`src/rtl/uart_pkg.sv`:
```
// rtl/uart_pkg.sv - shared types and helpers for the UART receive path
package uart_pkg;

    typedef enum logic [2:0] {
        IDLE,
        START,
        DATA,
        PARITY,
        STOP,
        DONE
    } rx_state_e;

    localparam logic PAR_EVEN = 1'b0;
    localparam logic PAR_ODD  = 1'b1;

    // Width of the per-bit clock divider; never narrower than one bit.
    function automatic int div_width(input int div);
        return (div > 1) ? $clog2(div) : 1;
    endfunction

endpackage

```
`src/rtl/uart_sync2.sv`:
```
// rtl/uart_sync2.sv - two-flop synchroniser with selectable reset value
module uart_sync2 #(
    parameter logic RST_VAL = 1'b1
) (
    input  logic clk,
    input  logic rst,
    input  logic d,
    output logic q
);

    logic meta_q;
    logic sync_q;

    always_ff @(posedge clk) begin
        if (rst) begin
            meta_q <= RST_VAL;
            sync_q <= RST_VAL;
        end else begin
            meta_q <= d;
            sync_q <= meta_q;
        end
    end

    assign q = sync_q;

endmodule

```
`src/rtl/uart_rx_frame.sv`:
```
// rtl/uart_rx_frame.sv - UART receiver with holding register; UART_RX_PARITY_EN enables the parity bit
module uart_rx_frame
    import uart_pkg::*;
#(
    parameter int CLK_FREQ   = 50000000,
    parameter int BAUD_RATE  = 19200,
    parameter int DATA_BITS  = 8,
    parameter int STOP_BITS  = 1,
    parameter int PARITY_ODD = 0
) (
    input  logic                 clk,
    input  logic                 rst,
    input  logic                 rx,
    output logic [DATA_BITS-1:0] rx_data,
    output logic                 rx_valid,
    input  logic                 rx_ready,
    output logic                 frame_err,
    output logic                 parity_err,
    output logic                 overrun
);

    localparam int DIV = CLK_FREQ / BAUD_RATE;
    localparam int CW  = div_width(DIV);
    localparam int IW  = $clog2(DATA_BITS);
    localparam logic [CW-1:0] HALF = CW'((DIV - 1) / 2);
    localparam logic [CW-1:0] LAST = CW'(DIV - 1);

    rx_state_e state_q, state_d;
    logic [CW-1:0]        clk_div_q, clk_div_d;
    logic [IW-1:0]        index_q, index_d;
    logic [DATA_BITS-1:0] shift_q, shift_d;
    logic                 ferr_q, ferr_d;
    logic                 rx_s, rx_d_q;
    logic [DATA_BITS-1:0] rx_data_q, rx_data_d;
    logic                 rx_valid_q, rx_valid_d;
    logic                 frame_err_q, frame_err_d;
    logic                 overrun_q, overrun_d;

    uart_sync2 #(.RST_VAL(1'b1)) u_sync (
        .clk (clk),
        .rst (rst),
        .d   (rx),
        .q   (rx_s)
    );

`ifdef UART_RX_PARITY_EN
    localparam logic PAR_SENSE = (PARITY_ODD != 0) ? PAR_ODD : PAR_EVEN;
    logic perr_q, perr_d;
    logic parity_err_q, parity_err_d;
`endif

    always_comb begin
        state_d     = state_q;
        clk_div_d   = clk_div_q;
        index_d     = index_q;
        shift_d     = shift_q;
        ferr_d      = ferr_q;
        rx_data_d   = rx_data_q;
        rx_valid_d  = rx_valid_q & ~rx_ready;
        frame_err_d = frame_err_q;
        overrun_d   = 1'b0;
`ifdef UART_RX_PARITY_EN
        perr_d       = perr_q;
        parity_err_d = parity_err_q;
`endif
        case (state_q)
            IDLE: begin
                clk_div_d = '0;
                index_d   = '0;
                ferr_d    = 1'b0;
`ifdef UART_RX_PARITY_EN
                perr_d    = 1'b0;
`endif
                if (rx_d_q && !rx_s) state_d = START;
            end
            START: begin
                // Mid-start-bit recheck rejects short low glitches silently.
                if (clk_div_q == HALF) begin
                    clk_div_d = '0;
                    state_d   = rx_s ? IDLE : DATA;
                end else begin
                    clk_div_d = clk_div_q + CW'(1);
                end
            end
            DATA: begin
                if (clk_div_q == LAST) begin
                    clk_div_d        = '0;
                    shift_d[index_q] = rx_s;
                    if (index_q == IW'(DATA_BITS - 1)) begin
                        index_d = '0;
`ifdef UART_RX_PARITY_EN
                        state_d = PARITY;
`else
                        state_d = STOP;
`endif
                    end else begin
                        index_d = index_q + IW'(1);
                    end
                end else begin
                    clk_div_d = clk_div_q + CW'(1);
                end
            end
`ifdef UART_RX_PARITY_EN
            PARITY: begin
                if (clk_div_q == LAST) begin
                    clk_div_d = '0;
                    perr_d    = (^shift_q) ^ rx_s ^ PAR_SENSE;
                    state_d   = STOP;
                end else begin
                    clk_div_d = clk_div_q + CW'(1);
                end
            end
`endif
            STOP: begin
                // index is reused here as the stop-bit counter.
                if (clk_div_q == LAST) begin
                    clk_div_d = '0;
                    if (!rx_s) ferr_d = 1'b1;
                    if (index_q == IW'(STOP_BITS - 1)) state_d = DONE;
                    else index_d = index_q + IW'(1);
                end else begin
                    clk_div_d = clk_div_q + CW'(1);
                end
            end
            DONE: begin
                if (!rx_valid_q || rx_ready) begin
                    rx_data_d   = shift_q;
                    rx_valid_d  = 1'b1;
                    frame_err_d = ferr_q;
`ifdef UART_RX_PARITY_EN
                    parity_err_d = perr_q;
`endif
                end else begin
                    overrun_d = 1'b1;
                end
                state_d = IDLE;
            end
            default: state_d = IDLE;
        endcase
    end

    always_ff @(posedge clk) begin
        if (rst) begin
            state_q     <= IDLE;
            clk_div_q   <= '0;
            index_q     <= '0;
            shift_q     <= '0;
            ferr_q      <= 1'b0;
            rx_d_q      <= 1'b1;
            rx_data_q   <= '0;
            rx_valid_q  <= 1'b0;
            frame_err_q <= 1'b0;
            overrun_q   <= 1'b0;
`ifdef UART_RX_PARITY_EN
            perr_q       <= 1'b0;
            parity_err_q <= 1'b0;
`endif
        end else begin
            state_q     <= state_d;
            clk_div_q   <= clk_div_d;
            index_q     <= index_d;
            shift_q     <= shift_d;
            ferr_q      <= ferr_d;
            rx_d_q      <= rx_s;
            rx_data_q   <= rx_data_d;
            rx_valid_q  <= rx_valid_d;
            frame_err_q <= frame_err_d;
            overrun_q   <= overrun_d;
`ifdef UART_RX_PARITY_EN
            perr_q       <= perr_d;
            parity_err_q <= parity_err_d;
`endif
        end
    end

    assign rx_data   = rx_data_q;
    assign rx_valid  = rx_valid_q;
    assign frame_err = frame_err_q;
    assign overrun   = overrun_q;
`ifdef UART_RX_PARITY_EN
    assign parity_err = parity_err_q;
`else
    assign parity_err = 1'b0;
`endif

endmodule
```
`config.mk`:
```
export PLATFORM = sky130hd
export DESIGN_NAME = uart_rx_frame
export DESIGN_NICKNAME = d
export VERILOG_FILES = /design/src/rtl/uart_pkg.sv /design/src/rtl/uart_sync2.sv /design/src/rtl/uart_rx_frame.sv
export SDC_FILE = /design/constraint.sdc
export NUM_CORES = 1
export LEC_CHECK = 0
export BUFFER_PORTS_ARGS = -buffer_cell sky130_fd_sc_hd__buf_2
export CELL_PAD_IN_SITES_DETAIL_PLACEMENT = 0
export CELL_PAD_IN_SITES_GLOBAL_PLACEMENT = 1
export CORE_ASPECT_RATIO = 1.5
export CORE_UTILIZATION = 43
export CTS_BUF_LIST = sky130_fd_sc_hd__clkbuf_2
export DETAILED_ROUTE_END_ITERATION = 8
export PLACE_DENSITY_LB_ADDON = 0.1
export SYNTH_ARGS = -nofsm -noshare
export SYNTH_HDL_FRONTEND = slang
export SYNTH_SLANG_ARGS = --single-unit
```
`constraint.sdc`:
```
create_clock -name clk -period 1.76 [get_ports clk]
set_input_delay 0.44 -clock clk [delete_from_list [all_inputs] [get_ports clk]]
set_output_delay 0.44 -clock clk [all_outputs]
set_load 0.02 [all_outputs]
```
Word-level counts from Yosys, hierarchy flattened
Index checks and enable logic that the tools add are counted.
Operators by class
  bitwise operators: 3
  add/sub/neg operators: 2
  shift operators: 0
  divide/modulo/power cells: 0
  $mul: 0
  reduce and logical (&&, ||, !) cells: 17
  order comparisons: 2
  muxes and demuxes: 25
  equality and inequality tests: 15
Operators by type and width (number)
  $pmux W12 S3: 1
  $mux W3: 10
  $mux W12: 2
  $ne A2 B2 Y1 const B: 8
  $add A12 B1 Y12 const B: 1
  $eq A12 B11 Y1 const B: 1
  $eq A12 B12 Y1 const B: 1
  $pmux W3 S4: 1
  $eq A3 B3 Y1 const B: 3
  $pmux W3 S3: 1
  $bwmux W8: 1
  $logic_not A3 Y1: 2
  $mux W1: 6
  $reduce_and A6 Y1: 1
  $reduce_bool A3 Y1: 2
  $lt A3 B4 Y1 const B: 1
  $reduce_and A2 Y1: 2
  $reduce_and A4 Y1: 1
  $reduce_or A2 Y1: 2
  $add A3 B1 Y3 const B: 1
  $demux W1 S3: 1
  $eq A3 B1 Y1 const B: 1
  $eq A3 B2 Y1 const B: 1
  $ge A3 B1 Y1 const B: 1
  other kinds (9): 12
Word-level totals
  output and inout bits: 12
  register bits after elaboration: 41
  word-level logic and storage cells: 76
  input port bits: 4
  memory bits (read-only): 0
  memories: 0
  RAM bits: 0
  bits in latches: 0

Depth between registers and ports, before layout
Gate-level depths: netlist of the first run.
  depth after elaboration: 5
  depth in mapped cells: 7
  mapped depth without buffers: 7

By module
Synthesis of the first run repeated with hierarchy kept, for this count alone.
Unflattened totals
  cell total of the unflattened synthesis: 226
  area total of the unflattened synthesis: 2028.2 um2
By module, submodules not included
  uart_rx_frame: seq. area each 780.7 um2, cells an instance 222, instances 1, area an instance 1975.6 um2
  uart_sync2: seq. area each 40.0 um2, cells an instance 4, instances 1, area an instance 52.6 um2

Least setup slack after synthesis of the first run
Ideal clock, no wire load.
  path kind: reg-to-reg
  start: register clk_div_q[0]
  end: register shift_q[1]
  setup slack: -70 ps
  library setup time: 128 ps
  clock period less this slack: 1830 ps
  data arrival time: 1703 ps
  required time: 1632 ps
  cell stages (with the launch flop): 7
  path buffers: 0
  cells stage by stage: dfxtp_1 > ha_1 > nor4b_4 > nand4_2 > or4_1 > mux2i_1 > nor2_1
On the way
  longest elaborated chain between the ends: 2
Ends and longest elaborated chain
  from (decl): line uart_rx_frame.sv:29  | logic [CW-1:0] clk_div_q, clk_div_d;
  from (signal assigned): line uart_rx_frame.sv:160  | clk_div_q <= clk_div_d;
  $eq A12 B12 Y1: line uart_rx_frame.sv:86  | if (clk_div_q == LAST) begin
  $reduce_and A2 Y1 (no line)
  to (signal assigned): line uart_rx_frame.sv:162  | shift_q <= shift_d;
  to (decl): line uart_rx_frame.sv:31  | logic [DATA_BITS-1:0] shift_q, shift_d;
Every way passes these cells.
A chain may end at the register's enable or synchronous reset.

Worst setup path in the final report of the first run
  start: register clk_div_q[1]
  end: register shift_q[1]
The elaborated chain is that of the path after synthesis.

==> results of run 1 <==
placed cells by master, fill, tap and decap left out, types with 5 or more instances in the layout:
cell	instances
nand2_1	13
clkbuf_2	5
buf_4	40
mux2i_1	21
inv_1	8
buf_2	14
nor3_1	8
nor2_1	24
nand3_1	9
dfxtp_1	37
a21oi_1	11
layer usage:
layer / share of wire (%) / routed length [µm]
met5: 0 / 0
met4: 2.7 / 143
met3: 2.1 / 109
met2: 56 / 2980
met1: 39 / 2050
flip-flops by register name (all words and copies together) (netlist names):
signal / cells
clk_div_q: 12
ferr_q: 1
frame_err: 1
index_q: 3
overrun: 1
rx_d_q: 1
rx_data: 8
rx_valid: 1
shift_q: 8
state_q: 3
u_sync.meta_q: 1
u_sync.q: 1
layout make-up:
type                            instances  area share [%]
Clock buffer                            5           0.929
Clock inverter                          3            1.53
Inverter                                8            1.11
Multi-Input combinational cell        163            47.6
Sequential cell                        41            30.8
Tap cell                               64            2.97
Timing Repair Buffer                   57            15.0
per-stage QoR:
stage	utilization [%]	area (µm²)	cells	hold WS, ns	total power [µW]
after global routing	59.3	2700	341	0.167	1840
after global placement	52.9	2400	326	0.401	1180
final	59.3	2700	341	0.199	1770
after floorplan	-	2040	222	0.389	1100
after detailed placement	52.9	2400	326	0.413	1180
after CTS	55.7	2530	335	0.190	1750
worst min path at each step:
stage	to	slack, ns	cells after the start
after floorplan	u_sync.q	0.39	1
after global placement	u_sync.q	0.40	1
after detailed placement	u_sync.q	0.41	1
after CTS	u_sync.meta_q	0.19	2
after global routing	u_sync.meta_q	0.17	2
final	u_sync.meta_q	0.20	2
report_power, final:
group          internal [µW]  switching [µW]  leakage [µW]
logic                    132             127      0.000719
registers                942            12.4      0.000333
clock network            235             324     0.0000366
total                   1310             463       0.00109
timing repair:
item                                    in CTS  in global routing
gates cloned                                 0                  1
gates resized for setup                      8                 26
pin swaps                                    4                 10
endpoints found under the setup margin      13                 22
endpoints found under the hold margin        0                  0
buffers inserted                             2                  7
cell families (layout without fill, tap and decap cells):
| group | Yosys count | in the layout | share of synthesized area [%] |
|---|---|---|---|
| and+or+nand+nor | 93 | 93 | 26.4 |
| muxes | 23 | 23 | 11.6 |
| buffers and inverters | 19 | 73 | 4.57 |
| adders and majority gates | 5 | 5 | 3.09 |
| DFF | 41 | 41 | 40.5 |
| other | 1 | 1 | 0.185 |
| xor gates and xnor gates | 4 | 4 | 1.73 |
| AOI/OAI and AO/OA | 36 | 37 | 12.0 |
==> results.sh, run 1 <==
export IMPL_crit_required_ns=2.10
export IMPL_path_clk_slew_ns=0.22
export IMPL_maxSlewViolCount=0
export IMPL_regArea_um2=831
export IMPL_failed_checks="design-rule violations, negative setup slack"
export IMPL_crit_start="clk_div_q[1]"
export IMPL_synth_seq_cells=41
export IMPL_end_kind="flop"
export IMPL_p_leak_uw=0.00109
export IMPL_grt_max_degree=19
export IMPL_io_buffer_count=14
export IMPL_yosysUniqueCellTypes=53
export IMPL_syn_inst=222
export IMPL_busiest_layer="met2"
export IMPL_start_kind="flop"
export IMPL_cts_buffer_depth=2
export IMPL_yosysTopAreaCell="dfxtp_1"
export IMPL_worstSetupPathType="flop to flop"
export IMPL_rr_endpoint="shift_q[1]"
export IMPL_nFillCells=400
export IMPL_cts_sinks=41
export IMPL_antenna_found_initial=0
export IMPL_core_um2=4540
export IMPL_synth_most_common_cell="dfxtp_1"
export IMPL_cp_arrival_ns=2.22
export IMPL_ys_seq_area_share_pct=40.5
export IMPL_via_per_inst=5.35
export IMPL_num_rows=30
export IMPL_syn_cell_area_um2=2030
export IMPL_syn_to_final_growth_pct=33.0
export IMPL_wl_um=5280
export IMPL_syn_avg_cell_area_um2=9.13
export IMPL_yosysWarnings=0
export IMPL_grt_overflow=0
export IMPL_p_per_area_nw_per_um2=657
export IMPL_hold_class="input port to flop"
export IMPL_ant_nets=0
export IMPL_fin_crit_ns=1.88
export IMPL_place_ws_ns=-0.138
export IMPL_critPathBufInv=0
export IMPL_worst_slack_ns=-0.125
export IMPL_via_count=1824
export IMPL_gp_congestion=0.798
export IMPL_fin_skew_ns=0.0140
export IMPL_peakVddDrop_uv=345
export IMPL_crit_path_cell_trace="ha_4 > nor4b_4 > nand4_4 > or4_4 > mux2i_1 > nor2_1"
export IMPL_grt_pass1_vias=1821
export IMPL_crit_end="shift_q[1]"
export IMPL_max_cap_violations=0
export IMPL_route_detailed_drc=2
export IMPL_ios=16
export IMPL_cp_max_fo=8
export IMPL_final_nets=285
export IMPL_die_y_um=86.1
export IMPL_finalHoldViolCount=0
export IMPL_period_share_pct=107
export IMPL_synth_nets=231
export IMPL_r2r_setup_slack_ns=-0.12
export IMPL_cts_tree="yes"
export IMPL_grt_usage_pct=21.6
export IMPL_met3_usage_pct=3.62
export IMPL_design_die_area_um2=5000
export IMPL_first_pass_iters=6
export IMPL_cts_buffers=5
export IMPL_synthTopCellsByArea="dfxtp_1 40%, mux2i_1 11%, nor2_1 4.6%"
export IMPL_synth_edf_count=0
export IMPL_synth_top_cell_area_share_pct=40.5
export IMPL_grtUsageMet1_pct=22.7
export IMPL_dp_hpwl_um=3660
export IMPL_async_reset_ff_share_pct=0
export IMPL_die_x_um=58.1
export IMPL_wire_per_inst_um=15.5
export IMPL_cts_root_buf="clkbuf_2"
export IMPL_worstSetupPathDepth=6
export IMPL_rsz0062_at_grt="yes"
export IMPL_reg2reg_from="clk_div_q[1]"
export IMPL_tns_ns=-0.569
export IMPL_cts_hold_buf=0
export IMPL_drtIter0Drc=56
export IMPL_multi_input_area_um2=1280
export IMPL_grt_pass1_wl_um=8340
export IMPL_status="finished, violations left"
export IMPL_setup_viol=9
export IMPL_diodes=0
export IMPL_insertion_delay_ns=0.41
export IMPL_grtUsageMet2_pct=41.8
export IMPL_crit_family="simple AND/OR/NAND/NOR gates"
export IMPL_min_from="rx"
export IMPL_h_tree_depth=2
export IMPL_synth_ff_type="dfxtp_1"
export IMPL_cp_slowest_stage_delay_ns=0.47
export IMPL_start_util_pct=44.6
export IMPL_slowest_stage="or4_4"
export IMPL_drive_above_1_share_pct=37.2
export IMPL_fmaxAchievable_mhz=531
export IMPL_reg2regPathDepth=6
export IMPL_yosys_top_cells_count="41 x dfxtp_1, 25 x nor2_1, 22 x mux2i_1"
(Power assumes the default switching activity.)
==> run 2, diff against run 1 <==
--- a/config.mk
+++ b/config.mk
@@ -12,6 +12,7 @@
 export CORE_UTILIZATION = 43
 export CTS_BUF_LIST = sky130_fd_sc_hd__clkbuf_2
 export DETAILED_ROUTE_END_ITERATION = 8
+export GPL_TIMING_DRIVEN = 0
 export PLACE_DENSITY_LB_ADDON = 0.1
 export SYNTH_ARGS = -nofsm -noshare
 export SYNTH_HDL_FRONTEND = slang
==> results.sh, run 2 (same netlist as run 1, synthesis figures left out) <==
export IMPL_insertion_delay_ns=0.42
export IMPL_hold_class="input port to flop"
export IMPL_mostFrequentLayoutCells="33 x dfxtp_1, 25 x nor2_1, 22 x mux2i_1, 16 x buf_2, 13 x nand2_1"
export IMPL_wl_um=4810
export IMPL_cts_buffer_depth=2
export IMPL_cts_sinks=41
export IMPL_grt_max_degree=15
export IMPL_status="finished, violations left"
export IMPL_nFillCells=411
export IMPL_dpl_cell_area_um2=2180
export IMPL_io_buffer_count=13
export IMPL_peakVddDrop_uv=311
export IMPL_drive_above_1_share_pct=31.2
export IMPL_cts_tree="yes"
export IMPL_rsz0062_at_grt="yes"
export IMPL_p_leak_uw=0.000957
export IMPL_drtIter0Drc=109
export IMPL_largest_reg_flops=12
export IMPL_maxSlewViolCount=0
export IMPL_via_count=1713
export IMPL_fin_crit_ns=1.83
export IMPL_final_nets=261
export IMPL_gp_congestion=0.790
export IMPL_failed_checks="design-rule violations, negative setup slack"
export IMPL_route_detailed_drc=1
export IMPL_cts_root_buf="clkbuf_2"
export IMPL_design_die_area_um2=5000
export IMPL_crit_required_ns=2.08
export IMPL_regArea_um2=836
export IMPL_fmaxAchievable_mhz=545
export IMPL_slew_headroom_pct=60.1
export IMPL_worst_slack_ns=-0.0749
export IMPL_cp_arrival_ns=2.16
export IMPL_max_cap_violations=0
export IMPL_p_per_area_nw_per_um2=754
export IMPL_die_x_um=58.1
export IMPL_grt_usage_pct=20.4
export IMPL_finalHoldViolCount=0
export IMPL_antenna_found_initial=0
export IMPL_path_clk_slew_ns=0.22
export IMPL_grt_pass1_wl_um=7780
export IMPL_num_rows=30
export IMPL_wire_per_inst_um=15.2
export IMPL_syn_to_final_growth_pct=25.7
export IMPL_setup_viol=13
export IMPL_ant_nets=0
export IMPL_start_util_pct=44.6
export IMPL_place_ws_ns=-0.247
export IMPL_final_common_cell="dfxtp_1"
export IMPL_end_kind="flop"
export IMPL_wl_met2_um=2670
export IMPL_routed_wl_met3_um=121
export IMPL_worstSetupPathType="flop to flop"
export IMPL_fin_skew_ns=0.0115
export IMPL_core_um2=4540
export IMPL_worstMarginPinSlew_ns=0.598
export IMPL_cp_max_fo=7
export IMPL_via_per_inst=5.40
export IMPL_top_layer_used="met4"
export IMPL_multi_input_area_um2=1310
export IMPL_first_pass_iters=8
export IMPL_die_y_um=86.1
export IMPL_fin_util_pct=56.1
export IMPL_h_tree_depth=2
export IMPL_grt_overflow=0
export IMPL_wl_met1_um=1910
export IMPL_tns_ns=-0.646
export IMPL_start_kind="flop"
export IMPL_dp_hpwl_um=3330
export IMPL_grt_pass1_vias=1670
export IMPL_top_register="clk_div_q"
export IMPL_diodes=0
export IMPL_cts_buffers=5
export IMPL_period_share_pct=104
export IMPL_ios=16
export IMPL_fin_area_um2=2550
[run 2: cell count changes in the layout (fill, tap and decap cells not counted), moves of 4 or more]
cell,change
dfxtp_1,-4
dfxtp_2,+4
clkbuf_1,+4
buf_4,-31
[run 2: power by group]
group	internal [µW]	switching, µW	total, µW
Sequential	943	15.3	958
Combinational	112	128	239
Clock	388	337	725
Total	1440	480	1920
[run 2: path summary, 6_finish.rpt]
check	start	end	slack, ns	cells past startpoint
max reg2reg	index_q[0]	index_q[0]	-0.07	6
min	rx	u_sync.meta_q	0.18	2
max	index_q[0]	index_q[0]	-0.07	6
min reg2reg	u_sync.meta_q	u_sync.q	0.44	1
[run 2: worst max-delay path, stage by stage, from the launching register on]
cell      delay, ns
dfxtp_2        0.49
inv_1          0.18
ha_1           0.26
a21o_1         0.20
a221oi_4       0.33
mux2i_1        0.23
nor2_1         0.05
[run 2: routing by layer]
metal,global-route usage (%),up-vias
li1,-,852
met1,21.6,822
met2,37.8,28
met3,4.37,11
met4,8.44,0
met5,0,-
[run 2: stage by stage]
stage / hold WS (ns) / power [µW] / std cells
2_1_floorplan: 0.389 / 1100 / 222
3_3_place_gp: 0.393 / 1140 / 299
3_5_place_dp: 0.400 / 1140 / 299
4_1_cts: 0.176 / 1900 / 312
5_1_grt: 0.141 / 1990 / 317
6_report: 0.181 / 1920 / 317
[run 2: repair_timing]
| item | in CTS | in global routing |
|---|---|---|
| setup buffers | 5 | 5 |
| gates cloned | 1 | 0 |
| setup endpoints to repair | 19 | 25 |
| hold buffers | 0 | 0 |
| gates resized for setup | 24 | 16 |
| pin swaps | 7 | 6 |
[run 2: layout make-up]
class / count / area share [%]
multi-input combinational: 163 / 51.3
sequential: 41 / 32.8
timing repair buffer: 23 / 5.80
inverter: 8 / 1.18
clock buffer: 5 / 0.982
tap: 64 / 3.14
buffer: 10 / 2.06
clock inverter: 3 / 2.70
